`src/rtl/vend_pkg.sv`:
```
// Shared vending definitions used by the change dispenser and the vending
// controller: FSM state encoding, coin selector and coin values in cents.
package vend_pkg;

  localparam int QUARTER_VAL = 25;
  localparam int DOLLAR_VAL  = 100;

  // Explicit encodings so legacy code can keep using raw 3-bit constants.
  typedef enum logic [2:0] {
    ST_IDLE     = 3'd0,
    ST_SELECT   = 3'd1,
    ST_EJECT    = 3'd2,
    ST_WAIT_ACK = 3'd3,
    ST_DONE     = 3'd4,
    ST_FAULT    = 3'd5
  } state_e;

  typedef enum logic [1:0] {
    COIN_NONE    = 2'd0,
    COIN_QUARTER = 2'd1,
    COIN_DOLLAR  = 2'd2
  } coin_e;

endpackage

```
`src/rtl/change_dispenser_if.sv`:
```
// Bus between the vending controller / coin hopper and the change dispenser.
//   master: drives the refund request, inventory loads and hopper_ack.
//   slave : the dispenser; drives eject commands, status and inventory counts.
// With CHANGE_DISPENSER_STATS_EN defined the bus also carries total_paid and
// fault_count.
interface change_dispenser_if #(
  parameter int AMT_W = 12,
  parameter int CNT_W = 8
) ();
  logic             refund_req;
  logic [AMT_W-1:0] refund_amt;
  logic             load_quarters;
  logic             load_dollars;
  logic [CNT_W-1:0] load_cnt;
  logic             hopper_ack;
  logic             eject_quarter;
  logic             eject_dollar;
  logic             busy;
  logic             refund_done;
  logic [AMT_W-1:0] refund_short;
  logic             hopper_fault;
  logic [CNT_W-1:0] quarters_left;
  logic [CNT_W-1:0] dollars_left;
`ifdef CHANGE_DISPENSER_STATS_EN
  logic [AMT_W+7:0] total_paid;
  logic [7:0]       fault_count;

  modport master (
    output refund_req, refund_amt, load_quarters, load_dollars, load_cnt, hopper_ack,
    input  eject_quarter, eject_dollar, busy, refund_done, refund_short, hopper_fault,
           quarters_left, dollars_left, total_paid, fault_count
  );
  modport slave (
    input  refund_req, refund_amt, load_quarters, load_dollars, load_cnt, hopper_ack,
    output eject_quarter, eject_dollar, busy, refund_done, refund_short, hopper_fault,
           quarters_left, dollars_left, total_paid, fault_count
  );
`else
  modport master (
    output refund_req, refund_amt, load_quarters, load_dollars, load_cnt, hopper_ack,
    input  eject_quarter, eject_dollar, busy, refund_done, refund_short, hopper_fault,
           quarters_left, dollars_left
  );
  modport slave (
    input  refund_req, refund_amt, load_quarters, load_dollars, load_cnt, hopper_ack,
    output eject_quarter, eject_dollar, busy, refund_done, refund_short, hopper_fault,
           quarters_left, dollars_left
  );
`endif
endinterface

```
`src/rtl/coin_inventory.sv`:
```
// One coin-type inventory counter.
//   clk, reset : clock, synchronous active-high reset (count goes to full)
//   load       : add load_cnt, saturating at all-ones
//   load_cnt   : number of coins to add
//   dec        : one coin was released by the hopper
//   count      : current number of coins
module coin_inventory #(
  parameter int CNT_W = 8
) (
  input  logic             clk,
  input  logic             reset,
  input  logic             load,
  input  logic [CNT_W-1:0] load_cnt,
  input  logic             dec,
  output logic [CNT_W-1:0] count
);

  logic [CNT_W:0] sum;

  // Extra carry bit tells us the add overflowed and must clamp.
  assign sum = {1'b0, count} + {1'b0, load_cnt};

  always_ff @(posedge clk) begin
    // NOTE: sequential state uses non-blocking assignments so every register
    // samples the pre-edge values, independent of statement order.
    if (reset)     count <= '1;
    else if (load) count <= sum[CNT_W] ? '1 : sum[CNT_W-1:0];
    else if (dec)  count <= count - 1'b1;
  end

endmodule

```
`src/rtl/change_dispenser.sv`:
```
// Change dispenser: pays a refund greedily as dollar then quarter coins via a
// coin hopper with a per-coin eject/ack handshake, tracks coin inventory and
// reports any unpaid remainder. Faults (sticky) if the hopper stops acking.
//   clk, reset : clock, synchronous active-high reset
//   bus        : change_dispenser_if slave (request, loads, hopper handshake,
//                status and inventory counts)
// Optional: CHANGE_DISPENSER_STATS_EN adds total_paid and fault_count.
module change_dispenser #(
  parameter int AMT_W       = 12,
  parameter int CNT_W       = 8,
  parameter int QUARTER_VAL = vend_pkg::QUARTER_VAL,
  parameter int DOLLAR_VAL  = vend_pkg::DOLLAR_VAL,
  parameter int ACK_TIMEOUT = 255
) (
  input  logic                clk,
  input  logic                reset,
  change_dispenser_if.slave   bus
);
  import vend_pkg::*;

  localparam logic [2:0] S_IDLE     = ST_IDLE;
  localparam logic [2:0] S_SELECT   = ST_SELECT;
  localparam logic [2:0] S_EJECT    = ST_EJECT;
  localparam logic [2:0] S_WAIT_ACK = ST_WAIT_ACK;
  localparam logic [2:0] S_DONE     = ST_DONE;
  localparam logic [2:0] S_FAULT    = ST_FAULT;
  localparam int         TMR_W      = $clog2(ACK_TIMEOUT + 1);

  logic [2:0]       state;
  coin_e            coin;
  logic [AMT_W-1:0] rem;
  logic [AMT_W-1:0] short_amt;
  logic [TMR_W-1:0] timer;
  logic [CNT_W-1:0] quarters;
  logic [CNT_W-1:0] dollars;
  logic [AMT_W-1:0] coin_amt;
  logic             in_idle;
  logic             ack_ok;
  logic             dollar_ok;
  logic             quarter_ok;
  logic             timeout;

  assign in_idle    = (state == S_IDLE);
  assign ack_ok     = (state == S_WAIT_ACK) && bus.hopper_ack;
  assign timeout    = (state == S_WAIT_ACK) && !bus.hopper_ack &&
                      (timer == TMR_W'(ACK_TIMEOUT - 1));
  assign coin_amt   = (coin == COIN_DOLLAR) ? AMT_W'(DOLLAR_VAL) : AMT_W'(QUARTER_VAL);
  // SELECT only picks a coin that fits in rem and is in stock, so the
  // subtract and decrement on ack can never wrap.
  assign dollar_ok  = (rem >= AMT_W'(DOLLAR_VAL))  && (dollars  != '0);
  assign quarter_ok = (rem >= AMT_W'(QUARTER_VAL)) && (quarters != '0);

  always_ff @(posedge clk) begin
    if (reset) begin
      state     <= S_IDLE;
      coin      <= COIN_NONE;
      rem       <= '0;
      short_amt <= '0;
      timer     <= '0;
    end else begin
      case (state)
        S_IDLE: begin
          if (bus.refund_req) begin
            rem   <= bus.refund_amt;
            state <= S_SELECT;
          end
        end
        S_SELECT: begin
          if (dollar_ok) begin
            coin  <= COIN_DOLLAR;
            state <= S_EJECT;
          end else if (quarter_ok) begin
            coin  <= COIN_QUARTER;
            state <= S_EJECT;
          end else begin
            // Capture on entry so refund_short is valid during the done pulse.
            short_amt <= rem;
            state     <= S_DONE;
          end
        end
        S_EJECT: begin
          timer <= '0;
          state <= S_WAIT_ACK;
        end
        S_WAIT_ACK: begin
          if (bus.hopper_ack) begin
            rem   <= rem - coin_amt;
            state <= S_SELECT;
          end else if (timeout) begin
            short_amt <= rem;
            state     <= S_FAULT;
          end else begin
            timer <= timer + 1'b1;
          end
        end
        S_DONE:  state <= S_IDLE;
        S_FAULT: state <= S_FAULT;
        default: state <= S_IDLE;
      endcase
    end
  end

  // Loads are accepted only in IDLE; a load alongside refund_req lands on the
  // same edge as the request, so SELECT already sees the new count.
  coin_inventory #(.CNT_W(CNT_W)) u_quarters (
    .clk      (clk),
    .reset    (reset),
    .load     (bus.load_quarters && in_idle),
    .load_cnt (bus.load_cnt),
    .dec      (ack_ok && (coin == COIN_QUARTER)),
    .count    (quarters)
  );

  coin_inventory #(.CNT_W(CNT_W)) u_dollars (
    .clk      (clk),
    .reset    (reset),
    .load     (bus.load_dollars && in_idle),
    .load_cnt (bus.load_cnt),
    .dec      (ack_ok && (coin == COIN_DOLLAR)),
    .count    (dollars)
  );

  // Outputs decode straight from registered state; coin holds one value, so
  // the two eject lines are mutually exclusive.
  assign bus.eject_quarter = (state == S_EJECT) && (coin == COIN_QUARTER);
  assign bus.eject_dollar  = (state == S_EJECT) && (coin == COIN_DOLLAR);
  assign bus.busy          = !in_idle;
  assign bus.refund_done   = (state == S_DONE);
  assign bus.refund_short  = short_amt;
  assign bus.hopper_fault  = (state == S_FAULT);
  assign bus.quarters_left = quarters;
  assign bus.dollars_left  = dollars;

`ifdef CHANGE_DISPENSER_STATS_EN
  logic [AMT_W+7:0] total_paid;
  logic [7:0]       fault_count;

  always_ff @(posedge clk) begin
    if (reset) begin
      total_paid  <= '0;
      fault_count <= '0;
    end else begin
      if (ack_ok)                          total_paid  <= total_paid + (AMT_W+8)'(coin_amt);
      if (timeout && fault_count != 8'hFF) fault_count <= fault_count + 1'b1;
    end
  end

  assign bus.total_paid  = total_paid;
  assign bus.fault_count = fault_count;
`endif

endmodule
```
`src/flat_wrapper.sv`:
```
// flat-port wrapper written by rule: the top's interface ports become plain ports
module change_dispenser_flat import vend_pkg::*;
#(
  parameter int AMT_W       = 12,
  parameter int CNT_W       = 8,
  parameter int QUARTER_VAL = vend_pkg::QUARTER_VAL,
  parameter int DOLLAR_VAL  = vend_pkg::DOLLAR_VAL,
  parameter int ACK_TIMEOUT = 255
)
  (clk, reset, bus_refund_req, bus_refund_amt, bus_load_quarters, bus_load_dollars, bus_load_cnt, bus_hopper_ack, bus_eject_quarter, bus_eject_dollar, bus_busy, bus_refund_done, bus_refund_short, bus_hopper_fault, bus_quarters_left, bus_dollars_left);
  change_dispenser_if #(.AMT_W(AMT_W), .CNT_W(CNT_W)) bus_i ();
  input  logic clk;
  input  logic reset;
  input wire logic [$bits(bus_i.refund_req)-1:0] bus_refund_req;
  input wire logic [$bits(bus_i.refund_amt)-1:0] bus_refund_amt;
  input wire logic [$bits(bus_i.load_quarters)-1:0] bus_load_quarters;
  input wire logic [$bits(bus_i.load_dollars)-1:0] bus_load_dollars;
  input wire logic [$bits(bus_i.load_cnt)-1:0] bus_load_cnt;
  input wire logic [$bits(bus_i.hopper_ack)-1:0] bus_hopper_ack;
  output wire logic [$bits(bus_i.eject_quarter)-1:0] bus_eject_quarter;
  output wire logic [$bits(bus_i.eject_dollar)-1:0] bus_eject_dollar;
  output wire logic [$bits(bus_i.busy)-1:0] bus_busy;
  output wire logic [$bits(bus_i.refund_done)-1:0] bus_refund_done;
  output wire logic [$bits(bus_i.refund_short)-1:0] bus_refund_short;
  output wire logic [$bits(bus_i.hopper_fault)-1:0] bus_hopper_fault;
  output wire logic [$bits(bus_i.quarters_left)-1:0] bus_quarters_left;
  output wire logic [$bits(bus_i.dollars_left)-1:0] bus_dollars_left;
  assign bus_i.refund_req = bus_refund_req;
  assign bus_i.refund_amt = bus_refund_amt;
  assign bus_i.load_quarters = bus_load_quarters;
  assign bus_i.load_dollars = bus_load_dollars;
  assign bus_i.load_cnt = bus_load_cnt;
  assign bus_i.hopper_ack = bus_hopper_ack;
  assign bus_eject_quarter = bus_i.eject_quarter;
  assign bus_eject_dollar = bus_i.eject_dollar;
  assign bus_busy = bus_i.busy;
  assign bus_refund_done = bus_i.refund_done;
  assign bus_refund_short = bus_i.refund_short;
  assign bus_hopper_fault = bus_i.hopper_fault;
  assign bus_quarters_left = bus_i.quarters_left;
  assign bus_dollars_left = bus_i.dollars_left;
  change_dispenser #(.AMT_W(AMT_W), .CNT_W(CNT_W), .QUARTER_VAL(QUARTER_VAL), .DOLLAR_VAL(DOLLAR_VAL), .ACK_TIMEOUT(ACK_TIMEOUT)) u_core (.clk(clk), .reset(reset), .bus(bus_i));
endmodule
```
`config.mk`:
```
export PLATFORM = sky130hd
export DESIGN_NAME = change_dispenser_flat
export DESIGN_NICKNAME = d
export VERILOG_FILES = /design/src/rtl/vend_pkg.sv /design/src/rtl/change_dispenser_if.sv /design/src/rtl/coin_inventory.sv /design/src/rtl/change_dispenser.sv /design/src/flat_wrapper.sv
export SDC_FILE = /design/constraint.sdc
export NUM_CORES = 1
export LEC_CHECK = 0
export CAP_MARGIN = 20
export CELL_PAD_IN_SITES_DETAIL_PLACEMENT = 0
export CELL_PAD_IN_SITES_GLOBAL_PLACEMENT = 1
export CORE_MARGIN = 1
export CORE_UTILIZATION = 35
export DETAILED_ROUTE_END_ITERATION = 8
export PLACE_DENSITY = 0.8
export SYNTH_ARGS = -nofsm -noshare
export SYNTH_HDL_FRONTEND = slang
export SYNTH_HIERARCHICAL = 1
export SYNTH_SLANG_ARGS = --single-unit
```
`constraint.sdc`:
```
create_clock -name clk -period 2.65 [get_ports clk]
set_input_delay 0.265 -clock clk [delete_from_list [all_inputs] [get_ports clk]]
set_output_delay 0.265 -clock clk [all_outputs]
set_load 0.01 [all_outputs]
```
==> results.toml <==
[synth]
yosysMostFrequentCell = "nor2_1"
yosys_register_bits = 53
ys.flop_type = "dfxtp_1"
synth_nets = 527
synth_area_leaders = "dfxtp_1 27%, ha_1 7.4%, nor2_1 5.7%"
synth_edf_count = 0
yosysTopAreaCell = "dfxtp_1"
syn-instance-count = 476
synth_seq_area_share_pct = 27.2
synth_area_um2 = 3900
async_flop_share_pct = 0
synth_top_area_share_pct = 27.2
yosysUniqueCellTypes = 73
synthTopCellsByCount = "59 x nor2_1, 53 x dfxtp_1, 39 x a21oi_1"
syn_avg_cell_area_um2 = 8.19
yosys_warnings = 6

[cells_and_area]
antenna_cells = 0
finalNetCount = 588
utilization_pct = 43.6
area_growth_pct = 21.3
drive_gt1_share_pct = 10.6
finalNonFillerCells = 678
fillers = 1105

[drt]
ant_nets = 0
drt-wirelength-per-cell_um = 15.4
drc = 0
drt_pre_antenna_iters = 4
vias = 3733
wirelength_mm = 10.4
viasPerCell = 5.51
first_iter_violations = 179

[global_routing]
grt_usage_pct = 18.9
grt_pass1_vias = 3523
grt_max_degree = 47
grt_pass1_wl_mm = 17.4
antenna_found_initial = 0
grt.overflow.total = 0

[worst_hold_path]
hold_path.startpoint = "u_core/bus.refund_short[5]$_SDFFE_PP0P_"
holdPathStages = 1
hold_class = "reg -> reg"
min_to = "u_core/bus.refund_short[5]$_SDFFE_PP0P_"

[die]
initial_core_util_pct = 35.9
ios = 59
placementRows = 38
die-area_um2 = 11600
coreArea_um2 = 10800
fp.dieH_um = 108
die-width_um = 108

[sta]
relSlewSlack_pct = 48.6
fin_crit_sh_pct = 86.9
hold_viol_final = 0
fmax_mhz = 434
setup_violations = 0
tns_ps = 0
rsz0062_at_grt = "false"
report.final.slew_viol_count = 0
fin_skew_ps = 16.6
fin_crit_ps = 2300
worst_slew_pin_slew_ps = 767

[placed_design]
place.gp.congestion = 0.810
dpl.hpwl_mm = 7.65
placedCellCount = 670
port_buffers = 58

[worst_setup_path]
critPathArrivalTime_ps = 2500
required_ps = 2850
r2r_start = "u_core/coin[1]$_SDFFE_PP0P_"
critPathCaptureType = "register"
critical_path_class = "in -> reg"
start_kind = "input port"
crit_path_max_fanout = 8
reg2regPathDepth = 7
r2r-end = "u_core/rem[11]$_SDFFE_PP0P_"
reg2reg_slack_ps = 350

[run_status]
status = "completed"

[cts]
post_cts_buffers = 0
clock-root-buffer = "clkbuf_8"
ctsHoldBuffers = 0
cts_buffers = 5
cts.sinks = 53
cts_max_path_buffers = 2
post_cts_resized = 0
worstSkewPairLatency_ps = 330
cts.clk_slew.worst_paths_ps = 110
htreeDepth = 2
cts_tree = "done"

[flow_run]
cap_viol_max_count = 0

[power]
finalPower_mw = 2.36
power_density_nw_per_um2 = 498
power_leakage_nw = 1.71
ir_drop_mv = 0.218
per-stage QoR:
stage | hold slack [ps] | setup slack [ps] | cell area, um2
floorplan | 375 | 540 | 3900
global placement | 460 | 62.4 | 4630
detailed placement | 466 | 30.7 | 4630
CTS | 495 | 358 | 4720
global route | 502 | 147 | 4720
finish | 489 | 348 | 4720
area by class of cell:
cell class	count	area, um2	share of cell area, %
repair buffers	77	736	15.6
multi-input cells	382	2590	54.8
clock inverters	3	25.0	0.530
inverters	18	67.6	1.43
well taps	140	175	3.71
flip-flops and latches	53	1060	22.5
clock buffers	5	68.8	1.46
how the worst max path moves through the flow:
stage | cells past startpoint | end | from | slack [ps]
2_1_floorplan | 7 | u_core/u_dollars/count[5]$_SDFFE_PP1P_ | u_core/u_dollars/count[0]$_SDFFE_PP1P_ | 540
3_3_place_gp | 8 | u_core/u_quarters/count[5]$_SDFFE_PP1P_ | bus_load_cnt[0] | 60
3_5_place_dp | 8 | u_core/u_quarters/count[5]$_SDFFE_PP1P_ | bus_load_cnt[0] | 30
4_1_cts | 7 | u_core/rem[11]$_SDFFE_PP0P_ | u_core/coin[1]$_SDFFE_PP0P_ | 360
5_1_grt | 9 | u_core/rem[6]$_SDFFE_PP0P_ | u_core/coin[1]$_SDFFE_PP0P_ | 150
6_report | 8 | u_core/u_quarters/count[5]$_SDFFE_PP1P_ | bus_load_cnt[0] | 350
where the power goes:
group	switching [mW]	internal, mW
combinational	0.485	0.414
clock	0.301	0.192
sequential	0.107	0.857
layer usage:
layer	up-vias	global-route usage (%)	wire [um]
li1	1893	-	-
met3	5	2.60	335
met2	59	31.2	4900
met1	1776	26.0	5130
met5	-	0	0
met4	0	4.40	55
cell usage in the layout (no fill, tap or decap), drive strengths merged, types with 14 or more instances in the layout:
cell type	instances
buf	19
a211oi	14
a21oi	40
ha	23
nor2	61
inv	19
dfxtp	53
xnor2	14
clkdlybuf4s50	58
o21ai	27
nand2	29
registers in the layout, summed over array words and instances, names as in the netlist:
register / flops
u_core/u_dollars/count: 8
u_core/u_quarters/count: 8
u_core/state: 3
u_core/timer: 8
u_core/coin: 2
u_core/bus.refund_short: 12
u_core/rem: 12
kinds of logic (layout without fill, tap and decap cells):
family / count (synthesis) / in the layout / share of synthesized area [%]
xor+xnor: 26 / 26 / 5.84
flops: 53 / 53 / 27.2
simple gates: 172 / 172 / 23.7
buf+inv: 41 / 103 / 6.26
mux: 5 / 5 / 1.38
fa+ha+maj: 25 / 25 / 8.41
compound gates: 154 / 154 / 27.2
critical path, stage by stage:
cell	delay, ps
clkdlybuf4s50_1	480
ha_1	270
fa_1	390
a211oi_1	320
o2111ai_1	160
o211a_1	250
nor4_1	250
a211oi_1	110
Note: power is estimated with default switching activity, not from simulation.
